### src/rtl/shift_unit_seq.sv
// Sequential shifter/rotator. It shifts by at most STEP bit positions per clock
// until the requested amount has been applied, then pulses done for one cycle.
//
// Ports:
//   clock   sole clock, rising edge
//   clear   asynchronous active-high reset
//   start   operation request, sampled only while idle
//   op      000 SHR, 001 SHRA, 010 SHL, 011 ROR, 100 ROL, others illegal
//   B       operand to shift
//   shamt   shift amount, 0 to WIDTH-1
//   busy    high while an operation is in flight (state not idle)
//   done    one-cycle completion pulse
//   err     illegal-op flag, valid while done is high
//   result  registered result, held between operations
module shift_unit_seq #(
    parameter int unsigned WIDTH = 32,
    parameter int unsigned STEP  = 1,
    localparam int unsigned SW   = $clog2(WIDTH)
) (
    input  logic             clock,
    input  logic             clear,
    input  logic             start,
    input  logic [2:0]       op,
    input  logic [WIDTH-1:0] B,
    input  logic [SW-1:0]    shamt,
    output logic             busy,
    output logic             done,
    output logic             err,
    output logic [WIDTH-1:0] result
);

    typedef enum logic [1:0] {StIdle, StShift, StDone} state_e;

    state_e             state_q, state_d;
    logic [WIDTH-1:0]   work_q, work_d;
    logic [SW-1:0]      cnt_q, cnt_d;
    logic [2:0]         op_q, op_d;
    logic [WIDTH-1:0]   result_q, result_d;

    logic [SW-1:0]      k;        // positions shifted this cycle
    logic [SW:0]        kc;       // WIDTH - k, the wrap-around distance for rotates
    logic [WIDTH-1:0]   shifted;

    // k = min(STEP, remaining); remaining never exceeds WIDTH-1, so k fits in SW bits.
    always_comb begin
        k = SW'(STEP);
        if (32'(cnt_q) < STEP) begin
            k = cnt_q;
        end
        kc = (SW+1)'(WIDTH) - {1'b0, k};
    end

    // One shift step under the latched op. k is at least 1 whenever this is used,
    // so kc stays below WIDTH. Illegal ops leave the operand untouched.
    always_comb begin
        shifted = work_q;
        case (op_q)
            3'b000:  shifted = work_q >> k;
            3'b001:  shifted = $unsigned($signed(work_q) >>> k);
            3'b010:  shifted = work_q << k;
            3'b011:  shifted = (work_q >> k) | (work_q << kc);
            3'b100:  shifted = (work_q << k) | (work_q >> kc);
            default: shifted = work_q;
        endcase
    end

    always_comb begin
        state_d  = state_q;
        work_d   = work_q;
        cnt_d    = cnt_q;
        op_d     = op_q;
        result_d = result_q;
        unique case (state_q)
            StIdle: begin
                if (start) begin
                    work_d = B;
                    cnt_d  = shamt;
                    op_d   = op;
                    if (shamt != '0) begin
                        state_d = StShift;
                    end else begin
                        // Zero shift: go straight to done with the operand as result.
                        state_d  = StDone;
                        result_d = B;
                    end
                end
            end
            StShift: begin
                work_d = shifted;
                cnt_d  = cnt_q - k;
                if (cnt_q == k) begin
                    state_d  = StDone;
                    result_d = shifted;
                end
            end
            StDone: begin
                state_d = StIdle;
            end
            default: begin
                state_d = StIdle;
            end
        endcase
    end

    always_ff @(posedge clock or posedge clear) begin
        if (clear) begin
            state_q  <= StIdle;
            work_q   <= '0;
            cnt_q    <= '0;
            op_q     <= '0;
            result_q <= '0;
        end else begin
            state_q  <= state_d;
            work_q   <= work_d;
            cnt_q    <= cnt_d;
            op_q     <= op_d;
            result_q <= result_d;
        end
    end

    assign busy   = (state_q != StIdle);
    assign done   = (state_q == StDone);
    assign err    = (state_q == StDone) && (op_q > 3'b100);
    assign result = result_q;

endmodule
### config.mk
export PLATFORM = sky130hd
export DESIGN_NAME = shift_unit_seq
export DESIGN_NICKNAME = d
export VERILOG_FILES = /design/src/rtl/shift_unit_seq.sv
export SDC_FILE = /design/constraint.sdc
export NUM_CORES = 1
export LEC_CHECK = 0
export ABC_AREA = 1
export CAP_MARGIN = 0
export CORE_MARGIN = 5
export CORE_UTILIZATION = 55
export DETAILED_ROUTE_END_ITERATION = 6
export GPL_TIMING_DRIVEN = 0
export PLACE_DENSITY = 0.92
export SYNTH_ARGS = -nofsm -noshare
export SYNTH_HDL_FRONTEND = slang
export SYNTH_SLANG_ARGS = --single-unit
### constraint.sdc
create_clock -name clock -period 4.8 [get_ports clock]
set_clock_uncertainty 0.1 [all_clocks]
set_input_delay 0.72 -clock clock [delete_from_list [all_inputs] [get_ports clock]]
set_output_delay 0.72 -clock clock [all_outputs]
set_load 0.005 [all_outputs]
# == Yosys cells after proc, flatten, opt, wreduce, memory -nomap -nowiden ==
# Index checks and enable logic that the tools add are counted.
# word_totals
output_inout_bits,35
register_bits,74
input_bits,43
elab_cells,50
# classes
add_sub_neg,2
n_eq_ne,10
n_bitwise,2
mux,14
reduce_logical,10
shifts,5
n_lt_le_gt_ge,2
# op_table
operator,n
32-bit case mux with 5 select lines,1
32-bit 2-to-1 mux,4
32-bit case mux with 2 select lines,2
32-bit bitwise OR,2
32-bit by 5-bit left shift with 32-bit output,1
32-bit by 6-bit left shift with 32-bit output,1
32-bit by 5-bit right shift with 32-bit output,1
32-bit by 6-bit right shift with 32-bit output,1
32-bit by 5-bit >>> shifter with 32-bit output,1
5-bit 2-to-1 mux,2
5-bit case mux with 2 select lines,1
3-bit by 2-bit == test with 1-bit output (second input constant),2
2-bit 2-to-1 mux,3
2-bit inequality test (second input constant),3
2-bit AND reduction,3
6-bit by 5-bit subtractor with 6-bit output (first input constant),1
5-bit == test,1
5-bit by 1-bit less-than comparator with 1-bit output (second input constant),1
5-bit nonzero test,1
5-bit subtractor,1
2-bit case mux with 2 select lines,1
4-bit AND reduction,1
2-bit nonzero test,2
3-bit by 1-bit == test with 1-bit output (second input constant),1
other kinds (7),7

# == Longest topological paths before layout ==
# logic_depth
depth_word,8
ltp_mapped,11

# == Least setup slack after synthesis ==
# OpenSTA, ideal clock, no wires.
# synth_timing
path_kind,reg-to-reg
startpoint,reg cnt_q[2]
endpoint,"reg result_q[10], in the netlist result[10]"
t_arrival_ns,1.494
path_buffers,1
path_stages_with_launch,12
slack_ns,3.089
setup_time_ns,0.117
cell_sequence,dfrtp_1 -> nor2_2 -> a21oi_1 -> inv_1 -> ha_1 -> nand3b_1 -> nand2_1 -> nand3_4 -> inv_2 -> buf_2 -> nand2_1 -> nand2_1
# synth_via
elab_chain_cells,8
# synth_lines
element,line_no,source
start: declaration,36,"logic [SW-1:0] cnt_q, cnt_d;"
start signal: assignment,115,cnt_q <= cnt_d;
5-bit by 1-bit less-than comparator with 1-bit output,47,if (32'(cnt_q) < STEP) begin
5-bit 2-to-1 mux,47,
6-bit by 5-bit subtractor with 6-bit output,50,"kc = (SW+1)'(WIDTH) - {1'b0, k};"
32-bit by 6-bit right shift with 32-bit output or 32-bit by 6-bit left shift with 32-bit output (tied branches),"62, 61",
"32-bit bitwise OR, on equally long branches","62, 61",
32-bit case mux with 5 select lines,57,case (op_q)
32-bit 2-to-1 mux,91,if (cnt_q == k) begin
32-bit case mux with 2 select lines,73,unique case (state_q)
end signal: assignment,117,result_q <= result_d;
end: declaration,38,"logic [WIDTH-1:0] result_q, result_d;"
# Several ways; a longest one is shown, not always the timed one. The select of a mux whose other input is x is not followed.
# A chain may end at the register's enable or synchronous reset.

# == Worst setup path in the final report ==
# layout_timing
startpoint,reg op_q[1]
endpoint,out err
# layout_via
elab_chain_cells,2
# layout_lines
element,line_no,source
start: declaration,37,"logic [2:0] op_q, op_d;"
start signal: assignment,116,op_q <= op_d;
3-bit greater-than comparator,123,assign err = (state_q == StDone) && (op_q > 3'b100);
1-bit logical AND,123,
end: declaration,28,"output logic err,"
# Every way passes these cells.

==> impl_results.md <==
* Number of global-route vias before repair at 4269
* Dominant delay contributor by cell family on the critical path: buffers and inverters
* Worst voltage drop across the vdd grid at 0.000435 V
* Run status: completed
* Data arrival time at the worst-slack endpoint at 1.82 ns
* Routability Congestion at 0.950
* Sequential element share of the synthesized area at 42.5%
* Fin crit period at 2.64 ns
* Total nets after synthesis at 657
* Number of nets at the end of the flow at 745
* Launching element type of the critical path: register
* CTS hold repair buffers at 0
* Most frequent standard cell in the layout excluding fill and tap cells: nand2_1
* Clock slew at the register clock pins of the worst setup and hold paths at 0.07 ns
* Clock root buffer: clkbuf_8
* RSZ-0062 raised after global routing: no
* First-pass GRT wire length at 20.0 mm
* Width of the chip at 99.0 um
* Setup TNS at 0 ns
* Num ports at 78
* Static Leakage at 0.00285 uW
* Critical path required time at 3.98 ns
* Clock latency of the later-clocked register in the worst-skew pair at 0.35 ns
* Count of different cell masters after synthesis at 31
* Slew at the pin closest to its max-slew limit at 0.936 ns
* Setup fix buffers added after clock tree synthesis at 0
* Total power at 4450 uW
* Cells along the critical path: nor2_2 -> nor2_4 -> inv_2 -> nor3_1 -> clkdlybuf4s50_1
* Maximum number of buffers from clock root to sink at 2
* Remaining max-slew budget at the tightest pin at 37.6%
* Wire length after detailed routing at 11.8 mm
* Number of clock sinks at 74
* Fraction of the cycle the final worst path needs at 55.0%
* Number of hold-slack violations in the final timing report at 0
* Die Footprint at 0.00980 sq mm
* Clock buffers created by TritonCTS at 9
* Achievable clock frequency at 0.378 GHz
* Warning count from the yosys run at 0
* Sort of element at the end of the critical path: output pin
* Highest-count cells in the layout ignoring fill and taps: 286 x nand2_1, 84 x nand3_1, 77 x clkdlybuf4s50_1
* Hold/Removal Path Class: register to register
* All-layer global routing usage at 24.9%
* Post-Layout Inst Area at 0.00549 sq mm
* CTS tree: built
* Post-synthesis instance area at 0.00436 sq mm
* CP bufs+invs at 2
* Count of unresolved DRC violations after routing at 0
* Max-cap viol count at 0
* Via-to-Cell Ratio at 5.38
* Count of state elements after synthesis at 74
* Worst-path maximum fanout at 5
* Share of final-layout standard cells stronger than drive strength 1 at 12.3%
* Count of buffers from port buffering at 77
* Power per cell area at 812 mW/mm^2
* Number of antenna violations at the first check in global routing at 0
* Setup Crit Path Kind: register to output pin
* Total of cells resized after clock tree synthesis at 0
* Starting density of the core at 56.4%
* Number of setup violations in the final report at 0
* Die height at 99.0 um
* Cell with the largest stage delay on the worst path: clkdlybuf4s50_1
* Post-detailed-placement half-perimeter wirelength at 8.50 mm
* FP Rows at 32
* Routed length per placed instance at 14.7 um
* DRT antenna net count at 0
* Instance area after placement at 0.00526 sq mm
* Total gr overflow at 0
* Maximum number of pins on one net before global-route repair at 75
* DR pass1 iterations at 5
* Iter 0 DRT Violations at 294
* Slew Viols, Final at 0
* Via count at 4345
* H-tree depth at 3
* Largest stage delay on the critical path at 0.53 ns
* Count of inserted antenna diode cells at 0
* Area of the core at 0.00773 sq mm
* Layout area overhead at 25.9%
* Gate Count Post-Synth at 613
* Synthesized area divided by synthesized cell count at 7.11 sq um
[routing by layer]
| layer | up-vias | global-route usage (%) | wire length (um) |
|---|---|---|---|
| met5 | - | 0 | 0 |
| met1 | 2046 | 31.4 | 4970 |
| li1 | 2104 | - | - |
| met3 | 24 | 5.31 | 763 |
| met4 | 0 | 9.14 | 243 |
| met2 | 171 | 41.9 | 5850 |
[per-stage QoR]
step	std cells	setup slack [ns]	hold slack [ns]	util, %
global placement	792	0.957	0.361	68.0
CTS	807	2.14	0.385	71.0
global route	807	2.05	0.406	71.0
finish	807	2.16	0.383	71.0
floorplan	613	2.10	0.349	-
detailed placement	792	2.31	0.365	68.1
[tightest hold or removal path, delay by kind of cell (launching register included)]
family | cells | cell delay (ns)
simple gates | 2 | 0.10
flops | 1 | 0.35
[Yosys cell counts]
master / instances / area, sq um
a21oi_1: 22 / 110
nor2_2: 2 / 12.5
nand2_1: 286 / 1070
buf_4: 7 / 52.6
inv_2: 6 / 22.5
nor2_4: 2 / 22.5
buf_8: 1 / 15.0
o211ai_1: 1 / 7.51
nand3_2: 11 / 110
nand3_4: 1 / 17.5
a21oi_4: 1 / 16.3
buf_2: 18 / 90.1
nand2_4: 1 / 11.3
inv_4: 1 / 6.26
nand3_1: 84 / 420
o22ai_1: 1 / 6.26
or2_2: 1 / 6.26
a21oi_2: 10 / 87.6
inv_1: 43 / 161
dfrtp_1: 74 / 1850
o221ai_1: 2 / 17.5
nor2_8: 1 / 20.0
ha_1: 1 / 12.5
nor3_1: 4 / 20.0
nor2_1: 10 / 37.5
o21ai_0: 8 / 40.0
clkbuf_1: 3 / 11.3
nand2_2: 2 / 12.5
buf_6: 6 / 67.6
nand3b_1: 1 / 7.51
o21ai_1: 2 / 10.0
[cells by family (layout without fill, tap and decap cells)]
logic type,after synthesis,count (layout),share of synthesized area [%]
adder cells (fa/ha/maj),1,1,0.287
AO/OA/AOI/OAI,47,47,6.78
AND/OR/NAND/NOR,406,406,40.7
buffers and inverters,85,177,9.79
flip-flops,74,74,42.5
[cell type report]
| cell class | instances | area, sq um |
|---|---|---|
| fill | 630 | 2240 |
| multi-input combinational | 454 | 2080 |
| sequential | 74 | 1850 |
| timing repair buffer | 77 | 771 |
| buffer | 35 | 236 |
| inverter | 50 | 193 |
| clock buffer | 11 | 151 |
| tap | 102 | 128 |
| clock inverter | 4 | 75.1 |
[flip-flops by register name (all words and copies together) (netlist names)]
name     count
cnt_q        5
op_q         3
state_q      2
work_q      32
result      32
[final timing paths]
path	startpoint	endpoint	slack [ns]	cells after the start
max in group asynchronous	clear	work_q[14]	3.16	2
hold / removal	work_q[23]	work_q[23]	0.38	2
setup / recovery	op_q[1]	err	2.16	5
setup reg to reg	cnt_q[4]	result[15]	2.62	11
min in group asynchronous	clear	result[4]	0.80	2
hold reg to reg	work_q[23]	work_q[23]	0.38	2
[power breakdown]
group | internal [uW] | total [uW] | switching [uW]
Clock | 318 | 555 | 237
Combinational | 1090 | 2760 | 1680
Sequential | 947 | 1140 | 190
No activity file was read; power rests on OpenSTA's default activity.
